<file path="src/rtl/seg_bcd_conv_if.sv">
// Display converter bus: value/radix request from the MMIO side, packed
// digit nibbles and flags towards the seven-segment scan driver.
interface seg_bcd_conv_if #(
    parameter int unsigned DATA_W = 10,
    parameter int unsigned DIGITS = 4
);
    logic [DATA_W-1:0]   data_in;
    logic                jizhi_in;
    logic                load;
    logic                ready;
    logic [4*DIGITS-1:0] bcd_out;
    logic                jizhi_out;
    logic                valid;
    logic [DIGITS-1:0]   blank;

    modport master (
        output data_in, jizhi_in, load,
        input  ready, bcd_out, jizhi_out, valid, blank
    );

    modport slave (
        input  data_in, jizhi_in, load,
        output ready, bcd_out, jizhi_out, valid, blank
    );
endinterface

</file>
<file path="src/rtl/seg_bcd_conv.sv">
// seg_bcd_conv: sequential binary-to-digit converter feeding the 8-digit
// seven-segment scan driver. Decimal uses shift-and-add-3 (one bit per
// cycle); hex is a direct nibble split. Output holds the last finished
// conversion. Optional leading-zero blanking: SEG_BCD_LEADING_ZERO_BLANK_EN.
module seg_bcd_conv #(
    parameter int unsigned DATA_W = 10,
    parameter int unsigned DIGITS = 4
) (
    input  logic          clk,
    input  logic          rst,
    seg_bcd_conv_if.slave bus
);
    localparam int unsigned BCD_W = 4 * DIGITS;
    localparam int unsigned SR_W  = BCD_W + DATA_W;
    localparam int unsigned CNT_W = (DATA_W < 2) ? 1 : $clog2(DATA_W + 1);

    typedef enum logic [1:0] {IDLE, SHIFT, DONE} state_t;

    state_t            state;
    logic [SR_W-1:0]   sr;
    logic [SR_W-1:0]   sr_adj;
    logic [CNT_W-1:0]  cnt;
    logic              cap_jizhi;
    logic              pend_vld;
    logic [DATA_W-1:0] pend_data;
    logic              pend_jizhi;
    logic [BCD_W-1:0]  bcd_q;
    logic              jizhi_q;
    logic              valid_q;

    logic              req_go;
    logic [DATA_W-1:0] req_data;
    logic              req_jizhi;
    logic              pend_take;

    // Initial shift register image: decimal puts the binary value below an
    // empty digit field; hex places the value directly in the digit field.
    function automatic logic [SR_W-1:0] start_image(input logic [DATA_W-1:0] d,
                                                    input logic jz);
        logic [BCD_W-1:0] ext;
        ext = '0;
        ext[DATA_W-1:0] = d;
        return jz ? {{BCD_W{1'b0}}, d} : {ext, {DATA_W{1'b0}}};
    endfunction

    // Request selection: a pending request always has priority; a fresh load
    // starts directly only in IDLE with nothing pending, otherwise it is
    // parked in the one-deep pending register (last load wins).
    always_comb begin
        req_go    = pend_vld || (state == IDLE && bus.load);
        req_data  = pend_vld ? pend_data  : bus.data_in;
        req_jizhi = pend_vld ? pend_jizhi : bus.jizhi_in;
        pend_take = bus.load && !(state == IDLE && !pend_vld);
    end

    // Add 3 to every digit field >= 5 before the next left shift.
    always_comb begin
        sr_adj = sr;
        for (int unsigned i = 0; i < DIGITS; i++) begin
            if (sr[DATA_W + 4*i +: 4] >= 4'd5)
                sr_adj[DATA_W + 4*i +: 4] = sr[DATA_W + 4*i +: 4] + 4'd3;
        end
    end

    // Converter FSM with registered outputs and pending-request tracking.
    always_ff @(posedge clk or negedge rst) begin
        if (!rst) begin
            state      <= IDLE;
            sr         <= '0;
            cnt        <= '0;
            cap_jizhi  <= 1'b1;
            pend_vld   <= 1'b0;
            pend_data  <= '0;
            pend_jizhi <= 1'b0;
            bcd_q      <= '0;
            jizhi_q    <= 1'b1;
            valid_q    <= 1'b0;
        end else begin
            valid_q <= 1'b0;

            if (pend_take) begin
                pend_vld   <= 1'b1;
                pend_data  <= bus.data_in;
                pend_jizhi <= bus.jizhi_in;
            end else if (req_go && state != SHIFT) begin
                pend_vld <= 1'b0;
            end

            case (state)
                IDLE: begin
                    if (req_go) begin
                        sr        <= start_image(req_data, req_jizhi);
                        cnt       <= '0;
                        cap_jizhi <= req_jizhi;
                        state     <= req_jizhi ? SHIFT : DONE;
                    end
                end
                SHIFT: begin
                    sr  <= {sr_adj[SR_W-2:0], 1'b0};
                    cnt <= cnt + CNT_W'(1);
                    if (cnt == CNT_W'(DATA_W - 1))
                        state <= DONE;
                end
                DONE: begin
                    bcd_q   <= sr[SR_W-1 -: BCD_W];
                    jizhi_q <= cap_jizhi;
                    valid_q <= 1'b1;
                    if (req_go) begin
                        sr        <= start_image(req_data, req_jizhi);
                        cnt       <= '0;
                        cap_jizhi <= req_jizhi;
                        state     <= req_jizhi ? SHIFT : DONE;
                    end else begin
                        state <= IDLE;
                    end
                end
                default: state <= IDLE;
            endcase
        end
    end

`ifdef SEG_BCD_LEADING_ZERO_BLANK_EN
    logic [DIGITS-1:0] blank_next;
    logic [DIGITS-1:0] blank_q;
    logic              hi_zero;

    // Digit i blanks when it and every higher digit are zero; digit 0 never blanks.
    always_comb begin
        blank_next = '0;
        hi_zero    = 1'b1;
        for (int unsigned i = DIGITS - 1; i >= 1; i--) begin
            hi_zero       = hi_zero && (sr[DATA_W + 4*i +: 4] == 4'd0);
            blank_next[i] = hi_zero;
        end
    end

    // Blank flags update together with bcd_out on the DONE edge.
    always_ff @(posedge clk or negedge rst) begin
        if (!rst)
            blank_q <= '0;
        else if (state == DONE)
            blank_q <= blank_next;
    end

    assign bus.blank = blank_q;
`else
    assign bus.blank = '0;
`endif

    assign bus.ready     = (state == IDLE) && !pend_vld;
    assign bus.bcd_out   = bcd_q;
    assign bus.jizhi_out = jizhi_q;
    assign bus.valid     = valid_q;
endmodule

</file>
<file path="src/flat_wrapper.sv">
// flat-port wrapper written by rule: the top's interface ports become plain ports
module seg_bcd_conv_flat 
#(
    parameter int unsigned DATA_W = 10,
    parameter int unsigned DIGITS = 4
)
  (clk, rst, bus_data_in, bus_jizhi_in, bus_load, bus_ready, bus_bcd_out, bus_jizhi_out, bus_valid, bus_blank);
  seg_bcd_conv_if #(.DATA_W(DATA_W), .DIGITS(DIGITS)) bus_i ();
  input  logic clk;
  input  logic rst;
  input wire logic [$bits(bus_i.data_in)-1:0] bus_data_in;
  input wire logic [$bits(bus_i.jizhi_in)-1:0] bus_jizhi_in;
  input wire logic [$bits(bus_i.load)-1:0] bus_load;
  output wire logic [$bits(bus_i.ready)-1:0] bus_ready;
  output wire logic [$bits(bus_i.bcd_out)-1:0] bus_bcd_out;
  output wire logic [$bits(bus_i.jizhi_out)-1:0] bus_jizhi_out;
  output wire logic [$bits(bus_i.valid)-1:0] bus_valid;
  output wire logic [$bits(bus_i.blank)-1:0] bus_blank;
  assign bus_i.data_in = bus_data_in;
  assign bus_i.jizhi_in = bus_jizhi_in;
  assign bus_i.load = bus_load;
  assign bus_ready = bus_i.ready;
  assign bus_bcd_out = bus_i.bcd_out;
  assign bus_jizhi_out = bus_i.jizhi_out;
  assign bus_valid = bus_i.valid;
  assign bus_blank = bus_i.blank;
  seg_bcd_conv #(.DATA_W(DATA_W), .DIGITS(DIGITS)) u_core (.clk(clk), .rst(rst), .bus(bus_i));
endmodule
</file>
<file path="config.mk">
export PLATFORM = sky130hd
export DESIGN_NAME = seg_bcd_conv_flat
export DESIGN_NICKNAME = d
export VERILOG_FILES = /design/src/rtl/seg_bcd_conv_if.sv /design/src/rtl/seg_bcd_conv.sv /design/src/flat_wrapper.sv
export SDC_FILE = /design/constraint.sdc
export NUM_CORES = 1
export LEC_CHECK = 0
export ABC_AREA = 1
export CORE_AREA = 2 2 100 102
export CTS_CLUSTER_DIAMETER = 60
export DETAILED_ROUTE_END_ITERATION = 7
export DIE_AREA = 0 0 102 104
export GPL_TIMING_DRIVEN = 0
export PLACE_DENSITY_LB_ADDON = 0.2
export SYNTH_ARGS = -nofsm -noshare
export SYNTH_HDL_FRONTEND = slang
export SYNTH_SLANG_ARGS = --single-unit
</file>
<file path="constraint.sdc">
create_clock -name clk -period 2.1 [get_ports clk]
set_input_delay 0.42 -clock clk [delete_from_list [all_inputs] [get_ports clk]]
set_output_delay 0.42 -clock clk [all_outputs]
set_load 0.005 [all_outputs]
</file>
## After elaboration in Yosys (flattened, before gate mapping)

Cells that the tools add are included.

| storage, ports and cells | value |
|---|---|
| input bits | 14 |
| output and inout bits | 23 |
| register bits | 63 |
| logic and storage cells | 59 |

| cells by class | value |
|---|---|
| magnitude comparators | 4 |
| equal/unequal tests | 7 |
| reduce and logical (&&, ||, !) cells | 14 |
| add/sub/neg operators | 5 |
| mux-type cells | 19 |

Operator list:

| cell | count |
|---|---|
| 26-bit case mux with 2 select lines | 1 |
| 26-bit two-way mux | 1 |
| 20-bit two-way mux | 1 |
| 4-bit by 3-bit greater-or-equal comparator with 1-bit output (second input constant) | 4 |
| 4-bit two-way mux | 4 |
| 4-bit by 2-bit adder with 4-bit output (second input constant) | 3 |
| 10-bit two-way mux | 1 |
| 2-bit two-way mux | 4 |
| 2-bit by 1-bit inequality test with 1-bit output (second input constant) | 4 |
| 4-bit case mux with 2 select lines | 1 |
| 2-bit case mux with 3 select lines | 1 |
| 2-bit AND reduction | 3 |
| 4-bit by 1-bit adder with 4-bit output (second input constant) | 1 |
| 4-bit equality test (second input constant) | 1 |
| 1-bit logical AND | 4 |
| 1-bit two-way mux | 4 |
| 2-bit nonzero test | 2 |
| 3-bit by 2-bit adder with 3-bit output (second input constant) | 1 |
| 3-bit two-way mux | 1 |
| 2-bit by 1-bit equality test with 1-bit output (second input constant) | 1 |
| 2-bit equality test (second input constant) | 1 |
| 1-bit logical NOT | 2 |
| 2-bit logical NOT | 1 |
| 2-bit OR reduction | 1 |
| 1-bit logical OR | 1 |

## Longest topological paths before layout

Gate-level depths: netlist of the first run.

| logic depth | value |
|---|---|
| depth in word-level cells | 6 |
| mapped depth | 11 |
| gate-level depth less buffers | 9 |

## Worst setup path before layout of the first run

No wires, ideal clock.

| timing | value |
|---|---|
| path type | input to register |
| start | input bus_load |
| end | register u_core.sr[10] |
| stages on the path | 10 |
| data required time | 1.983 ns |
| path buffers | 3 |
| path slack | 0.734 ns |
| setup time | 0.117 ns |
| arrival | 1.249 ns |
| cell sequence | buf_2 > inv_1 > nand2_1 > nand3_2 > nand2_2 > buf_6 > buf_6 > nand2_1 > nor2_1 > nor2_1 |

| on the way | value |
|---|---|
| cells in the longest elaborated chain, start to end | 4 |

RTL lines:

| item | RTL line | text |
|---|---|---|
| start: declaration | flat_wrapper.sv:13 | `input wire logic [$bits(bus_i.load)-1:0] bus_load;` |
| 1-bit logical AND | seg_bcd_conv.sv:50 | `req_go = pend_vld \|\| (state == IDLE && bus.load);` |
| 1-bit logical OR | seg_bcd_conv.sv:50 |  |
| 2-bit by 1-bit inequality test with 1-bit output (no source line) | n/a |  |
| 2-bit AND reduction (no source line) | n/a |  |
| end signal: assignment | seg_bcd_conv.sv:92 | `sr <= start_image(req_data, req_jizhi);` |
| end signal: assignment | seg_bcd_conv.sv:99 | `sr <= {sr_adj[SR_W-2:0], 1'b0};` |
| end signal: assignment | seg_bcd_conv.sv:109 | `sr <= start_image(req_data, req_jizhi);` |
| end: declaration | seg_bcd_conv.sv:20 | `logic [SR_W-1:0] sr;` |

Every way passes these cells.
A chain may end at the register's enable or synchronous reset.

## Final worst setup path of the first run

| timing | value |
|---|---|
| start | register u_core.jizhi_q (netlist: u_core.bus.jizhi_out) |
| end | output bus_jizhi_out |

RTL lines:

| item | RTL line | text |
|---|---|---|
| start: declaration | seg_bcd_conv.sv:28 | `logic jizhi_q;` |
| start signal: assignment | seg_bcd_conv.sv:106 | `jizhi_q <= cap_jizhi;` |
| end: declaration | flat_wrapper.sv:16 | `output wire logic [$bits(bus_i.jizhi_out)-1:0] bus_jizhi_out;` |

No word-level cell between the ends.

==> results.cfg, run 1 <==
[cts]
clockRootBuffer = clkbuf_8
clock-sinks = 63
cts_tree = yes
cts.path.max_buffers = 2
path_clk_slew_ns = 0.08
postCtsHoldBufs = 0
cts_buffers = 9
insertion_delay_ns = 0.34
cts-htree-levels = 3

[logic_synthesis]
synth_cell_types = 24
synthTopCellsByArea = dfrtp_1, nand2_1, o21ai_0
synth_top_area_share_pct = 46.7
yosysSeqAreaShare_pct = 48.3
synth_seq_cells = 63
synthesis.area_um2 = 3270
ys_warn_count = 0
synthCells = 428
synth.avg_cell_area_um2 = 7.64
yosysTopAreaCell = dfrtp_1

[power]
p_int_mw = 3.60
p_seq_share_pct = 33.0
switching_power_mw = 2.71
p_leak_nw = 2.07
ir_drop_uv = 687
pwr-share-clk_pct = 17.2
power_frac_comb_pct = 49.8
p_total_mw = 6.31
power_density_nw_per_um2 = 1580
swShare_pct = 42.9

[placed_design]
dp.final_hpwl_um = 5060
place.gp.congestion = 0.785
dp_slack_ns = 0.250
portBuffers = 31

[timing]
final-setup-viol-count = 0
fin_crit_sh_pct = 84.6
rsz0062_at_grt = no
fmax_mhz = 563
relSlewSlack_pct = 46.4
skew_ns = 0.00982
slew_viol_final = 0
min_period_ns = 1.78
tightestPinTransition_ns = 0.804
finalHoldViolations = 0
fin_ws_ns = 0.324

[die]
die_w_um = 102
die_area_um2 = 10600
die_h_um = 104
initial_utilization_pct = 34.2
io_pins = 37
num_rows = 36
coreArea_um2 = 9550

[global_route]
grt_pass1_vias = 2638
antenna_found_initial = 0
grt_max_degree = 64
grtUsageTotal_pct = 14.5
grt_pass1_wl_um = 12200
grt-ovfl-total = 0

[finish]
layout_common_cells = nand2_1, dfrtp_1, inv_1, o21ai_0, nand3_1
area_delta_synth_final_pct = 22.5
num_antenna_cells = 0
drive_gt1_share_pct = 10.8
nFillCells = 1003
mostFrequentLayoutCell = nand2_1
nets = 500

[run]
cap_violations = 0

[worst_setup_path]
r2r_start = u_core.state[1]
crit_arrival_ns = 1.36
critical_path_buf_inv_count = 1
crit_cells = 1
crit_end = bus_jizhi_out
critPathSlowestCell = dfstp_2
r2r_setup_slack_ns = 0.45
reg2reg_depth = 7
crit_type = flop to output pin
path_delay_family = flip-flops
cp_max_fo = 2
worstReg2RegEnd = u_core.cnt[1]
crit_path_max_incr_delay_ns = 0.53
cp-start-kind = flop
critical_path.endpoint_type = output pin
crit_required_ns = 1.68
startpoint = u_core.bus.jizhi_out
cp_cell_sequence = clkdlybuf4s50_1

[drt]
drc_errors = 0
routed_via_density = 4.48
ant_nets = 0
vias = 2749
wl_per_cell_um = 11.4
drt-total-wl_um = 7020
drtPass1Iterations = 4
drt_iter0_markers = 84

[worst_hold_path]
hp-class = input port to async pin

[status]
status = completed
-- layer usage --
| layer | share of wire, % | up-vias | global-route usage (%) |
|---|---|---|---|
| met3 | 4.3 | 5 | 4.23 |
| met5 | 0 | - | 0 |
| li1 | - | 1435 | - |
| met2 | 45 | 52 | 22.7 |
| met1 | 50 | 1257 | 19.7 |
| met4 | 0.78 | 0 | 3.43 |
-- sequential cells by signal (all words and copies together) (netlist names) --
register,flops
u_core.pend_jizhi,1
u_core.state,2
u_core.cnt,4
u_core.cap_jizhi,1
u_core.bus.jizhi_out,1
u_core.bus.valid,1
u_core.pend_data,10
u_core.pend_vld,1
u_core.bus.bcd_out,16
u_core.sr,26
-- cells in the mapped netlist (all sizes together) --
master,number
nand2,175
dfrtp,61
inv,42
o21ai,36
nand3,32
nor2,25
buf,19
ha,10
a21oi,9
nand4,6
o22ai,4
clkbuf,2
dfstp,2
xor2,2
conb,1
nand3b,1
nor3b,1
-- kinds of logic (layout without fill, tap and decap cells) --
family | Yosys count | in the layout | synth area share (%)
buf+inv | 63 | 113 | 9.19
flops | 63 | 63 | 48.3
compound gates | 49 | 49 | 7.66
other cells | 1 | 4 | 0.115
xor+xnor | 2 | 2 | 0.536
fa+ha+maj | 10 | 10 | 3.83
simple gates | 240 | 240 | 30.4
-- per-stage QoR --
stage          cell area, um^2  cells  TNS, ns  utilization (%)  hold WS [ns]
2_1_floorplan             3280    431        0                -         0.124
3_3_place_gp              3760    595   -98.28             39.3         0.454
3_5_place_dp              3750    595        0             39.3         0.458
4_1_cts                   3980    612        0             41.7         0.198
5_1_grt                   4000    614        0             41.9         0.236
6_report                  4000    614        0             41.9         0.155
-- layout make-up --
cell class / count / area (um^2) / share of cell area [%]
inverter: 42 / 158 / 3.94
buffer: 21 / 146 / 3.66
clock buffer: 10 / 138 / 3.44
sequential: 63 / 1580 / 39.5
tap: 133 / 166 / 4.16
multi-input combinational: 305 / 1410 / 35.3
clock inverter: 6 / 67.6 / 1.69
timing repair buffer: 34 / 333 / 8.31
-- worst min path at each step --
stage | from | endpoint | slack [ns]
3_5_place_dp | u_core.pend_data[1] | u_core.pend_data[1] | 0.46
5_1_grt | rst | u_core.bus.bcd_out[13] | 0.24
4_1_cts | rst | u_core.bus.bcd_out[12] | 0.20
3_3_place_gp | u_core.pend_data[4] | u_core.pend_data[4] | 0.45
2_1_floorplan | rst | u_core.bus.bcd_out[0] | 0.12
6_report | rst | u_core.bus.bcd_out[12] | 0.16
-- power groups by stage --
stage	sequential (mW)	clock, mW	combinational [mW]
3_3_place_gp	2.09	0	3.04
6_report	2.08	1.09	3.14
2_1_floorplan	2.06	0	2.12
5_1_grt	2.15	1.17	3.63
4_1_cts	2.08	1.12	3.15
3_5_place_dp	2.11	0	3.09
-- repair_timing --
item,CTS,global route
buffers inserted,1,2
pin swaps,0,0
gates resized for setup,5,3
setup endpoints to repair,1,1
Note: power is estimated with default switching activity, not from simulation.
==> inputs of run 2 (changes only) <==
clock period = 1.8 ns   (was 2.1 ns; I/O delays follow)
==> run 2 against run 1 <==
Effect of this change:
- clock power grew 17%
- worst hold slack lost 0.065 ns
- largest power group unchanged
- first-iteration DRC count up 6.0%
- critical path type unchanged
==> results.cfg, run 2 (synthesis results as in run 1) <==
[status]
status = completed

[finish]
layout_common_cells = nand2_1, dfrtp_1, inv_1, o21ai_0, nand3_1
mostFrequentLayoutCell = nand2_1
nets = 500
num_antenna_cells = 0
drive_gt1_share_pct = 10.8
largest_reg_flops = 26
fin_cells = 614
regMostFlops = u_core.sr
area_delta_synth_final_pct = 22.4
finish.utilization_pct = 41.9

[timing]
finalHoldViolations = 0
skew_ns = 0.00934
slew_viol_final = 0
rsz0062_at_grt = no
tightestPinTransition_ns = 0.804
min_period_ns = 1.72
final-setup-viol-count = 0
relSlewSlack_pct = 46.4
fin_crit_sh_pct = 95.6
fmax_mhz = 581

[worst_setup_path]
cp_cell_sequence = clkdlybuf4s50_1
crit_required_ns = 1.44
critical_path_buf_inv_count = 1
crit_path_max_incr_delay_ns = 0.53
critPathSlowestCell = dfstp_2
worstReg2RegEnd = u_core.cnt[1]
cp-start-kind = flop
crit_arrival_ns = 1.36
r2r_start = u_core.state[1]
crit_type = flop to output pin
path_delay_family = flip-flops
startpoint = u_core.bus.jizhi_out
critical_path.endpoint_type = output pin
cp_max_fo = 2
r2r_setup_slack_ns = 0.17
reg2reg_depth = 7

[cts]
cts-htree-levels = 3
cts_tree = yes
clockRootBuffer = clkbuf_8
path_clk_slew_ns = 0.08
insertion_delay_ns = 0.34
postCtsHoldBufs = 0
cts_buffers = 9
clock-sinks = 63
cts.path.max_buffers = 2

[die]
initial_utilization_pct = 34.2
die_h_um = 104
io_pins = 37
coreArea_um2 = 9550
die_area_um2 = 10600
die_w_um = 102
num_rows = 36

[drt]
drt_iter0_markers = 89
drtPass1Iterations = 6
drt-total-wl_um = 7040
vias = 2772
wl_per_cell_um = 11.5
routed_via_density = 4.51
drc_errors = 0
ant_nets = 0

[global_route]
antenna_found_initial = 0
met1_usage_pct = 19.7
grt_pass1_wl_um = 12300
grt-ovfl-total = 0
grt_pass1_vias = 2656
top_usage_layer = met2
grt_max_degree = 64
met2_usage_pct = 22.7
gr-usage-met3_pct = 4.23
grtUsageTotal_pct = 14.5

[power]
pwr-share-clk_pct = 17.3
p_leak_nw = 2.06
p_seq_share_pct = 33.0
power_frac_comb_pct = 49.7
power_density_nw_per_um2 = 1840
ir_drop_uv = 771
swShare_pct = 43.0
switching_power_mw = 3.16
p_int_mw = 4.20

[placed_design]
dp.final_hpwl_um = 5060
place.gp.congestion = 0.785
portBuffers = 31
dp.cells = 595

[run]
cap_violations = 0

[worst_hold_path]
hp-class = input port to async pin
run 2: changes by cell type in the layout (fill, tap and decap cells not counted):
cell,before,now
dlygate4sd2_1,0,1
dlymetal6s2s_1,1,0
run 2: power groups by stage:
stage | Combinational (mW) | Clock [mW] | Sequential (mW)
after floorplan | 2.47 | 0 | 2.40
after global placement | 3.54 | 0 | 2.44
after detailed placement | 3.61 | 0 | 2.46
after CTS | 3.72 | 1.31 | 2.43
after global routing | 4.24 | 1.37 | 2.51
final | 3.66 | 1.27 | 2.43
run 2: cell type report:
type / count / area (um^2)
tap: 133 / 166
fill: 1007 / 5550
inverter: 42 / 158
buffer: 21 / 146
timing repair buffer: 34 / 329
multi-input combinational: 305 / 1410
sequential: 63 / 1580
clock inverter: 6 / 67.6
clock buffer: 10 / 138
run 2: what timing repair did:
| action | in CTS | in global routing |
|---|---|---|
| setup buffers | 3 | 0 |
| gates resized for setup | 8 | 0 |
| setup endpoints to repair | 1 | 0 |
run 2: worst max path at each step:
stage	endpoint	cells after the start
floorplan	u_core.sr[10]	9
global placement	u_core.pend_data[3]	1
detailed placement	bus_ready	5
CTS	bus_jizhi_out	1
global route	bus_jizhi_out	1
finish	bus_jizhi_out	1
run 2: through the flow:
stage | worst slack, ns | hold slack, ns | total power, mW | setup TNS [ns] | cell area, um^2
global placement | -1.83 | 0.454 | 5.99 | -113.40 | 3760
global route | 0.0434 | 0.176 | 8.11 | 0 | 4000
detailed placement | 0.00962 | 0.458 | 6.07 | 0 | 3750
CTS | 0.0633 | 0.138 | 7.46 | 0 | 4000
floorplan | 0.452 | 0.0644 | 4.87 | 0 | 3280
finish | 0.0796 | 0.0909 | 7.35 | 0 | 4000
run 2: layer usage:
layer	routed length, um	vias to the layer above
met1	3490	1272
met5	0	-
met4	51	0
met2	3160	59
met3	345	6
li1	-	1435
==> inputs of run 3 (changes only) <==
RECOVER_POWER = 100   (was unset)
==> run 3 against run 2 <==
Effect of this change:
- final area down 0.28%
- non-clock buffer count unchanged
- via count down 0.25%
- cell count unchanged
- global-route usage unchanged
- setup slack worse by 0.0029 ns
- first-iteration DRC count unchanged
==> results.cfg, run 3 (synthesis results as in run 1) <==
[worst_setup_path]
path_delay_family = flip-flops
crit_arrival_ns = 1.36
critical_path_buf_inv_count = 1
cp-start-kind = flop
crit_required_ns = 1.44
crit_type = flop to output pin
crit_path_max_incr_delay_ns = 0.53
critPathSlowestCell = dfstp_2
cp_cell_sequence = clkdlybuf4s50_1
critical_path.endpoint_type = output pin
cp_max_fo = 2
r2r_setup_slack_ns = 0.14

[timing]
holdWs_ns = 0.0881
slew_viol_final = 0
fmax_mhz = 580
skew_ns = 0.0103
final-setup-viol-count = 0
fin_ws_ns = 0.0767
relSlewSlack_pct = 46.4
fin_crit_sh_pct = 95.7
finalHoldViolations = 0
min_period_ns = 1.72
rsz0062_at_grt = no
tightestPinTransition_ns = 0.804

[drt]
vias = 2765
drtPass1Iterations = 4
drt-total-wl_um = 7050
drt_iter0_markers = 89
drc_errors = 0
wl_per_cell_um = 11.5
ant_nets = 0
routed_via_density = 4.50

[power]
power_frac_comb_pct = 49.1
power_density_nw_per_um2 = 1820
p_leak_nw = 2.09
swShare_pct = 43.4
p_total_mw = 7.25
p_int_mw = 4.10
pwr-share-clk_pct = 17.6
ir_drop_uv = 769
p_seq_share_pct = 33.3
switching_power_mw = 3.15

[cts]
path_clk_slew_ns = 0.08
cts_tree = yes
cts.path.max_buffers = 2
cts_buffers = 9
cts-htree-levels = 3
clockRootBuffer = clkbuf_8
clock-sinks = 63
insertion_delay_ns = 0.35
postCtsHoldBufs = 0

[placed_design]
dp_slack_ns = 0.00962
dp.final_hpwl_um = 5060
dp.cells = 595
place.gp.congestion = 0.785
portBuffers = 31

[finish]
area_delta_synth_final_pct = 22.1
largest_reg_flops = 26
layout_common_cells = nand2_1, dfrtp_1, inv_1, o21ai_0, nand3_1
nFillCells = 1010
mostFrequentLayoutCell = nand2_1
multi_input_comb_area_um2 = 1410
fin_cells = 614
drive_gt1_share_pct = 9.98
regMostFlops = u_core.sr
nets = 500
register_area_um2 = 1580
num_antenna_cells = 0

[run]
cap_violations = 0

[global_route]
grt_pass1_vias = 2656
grt_max_degree = 64
grtUsageTotal_pct = 14.5
grt-ovfl-total = 0
grt_pass1_wl_um = 12300
antenna_found_initial = 0

[die]
die_w_um = 102
num_rows = 36
die_h_um = 104
coreArea_um2 = 9550
initial_utilization_pct = 34.2
io_pins = 37
die_area_um2 = 10600

[status]
status = completed

[worst_hold_path]
hp-class = input port to async pin
[run 3: cell types whose count changed in the layout (fill, tap and decap cells not counted), sizes merged]
cell | previous run | this run
dlygate4sd3 | 0 | 17
buf | 23 | 19
clkdlybuf4s50 | 29 | 12
clkbuf | 12 | 16
[run 3: final cells by class]
cell class                      instances  area share [%]
Tap cell                              133            4.17
Clock inverter                          6            1.69
Inverter                               42            3.95
Buffer                                 21            3.45
Clock buffer                           10            3.45
Timing Repair Buffer                   34            8.25
Multi-Input combinational cell        305            35.4
Sequential cell                        63            39.7
[run 3: repair_timing]
action,in CTS,in global routing
resized for setup,8,0
setup buffers,3,0
setup endpoints to repair,1,0
[run 3: through the flow]
step / util [%] / instance area (um^2) / TNS, ns
after global routing: 41.8 / 3990 / 0
final: 41.8 / 3990 / 0
after detailed placement: 39.3 / 3750 / 0
after global placement: 39.3 / 3760 / -113.40
after floorplan: - / 3280 / 0
after CTS: 41.9 / 4000 / 0
[run 3: worst paths after layout]
kind / start / to / cells past startpoint
hold / removal: rst / u_core.bus.bcd_out[12] / 1
setup / recovery: u_core.bus.jizhi_out / bus_jizhi_out / 1
hold reg to reg: u_core.bus.jizhi_out / u_core.bus.jizhi_out / 2
setup reg to reg: u_core.state[0] / u_core.cnt[1] / 7
max in group asynchronous: rst / u_core.state[1] / 1
min in group clk: bus_load / u_core.pend_data[8] / 3
[run 3: power by group through the flow]
stage | sequential [mW] | combinational [mW] | clock [mW]
6_report | 2.42 | 3.56 | 1.27
3_5_place_dp | 2.46 | 3.61 | 0
4_1_cts | 2.43 | 3.72 | 1.31
2_1_floorplan | 2.40 | 2.47 | 0
3_3_place_gp | 2.44 | 3.54 | 0
5_1_grt | 2.50 | 4.14 | 1.37
[run 3: metal layers]
metal	up-vias	routed length [um]	share of wire (%)	GRT usage (%)
met4	0	70	0.99	3.52
met2	52	3150	45	22.7
li1	1437	-	-	-
met3	9	322	4.6	4.23
met1	1267	3500	50	19.7
met5	-	0	0	0
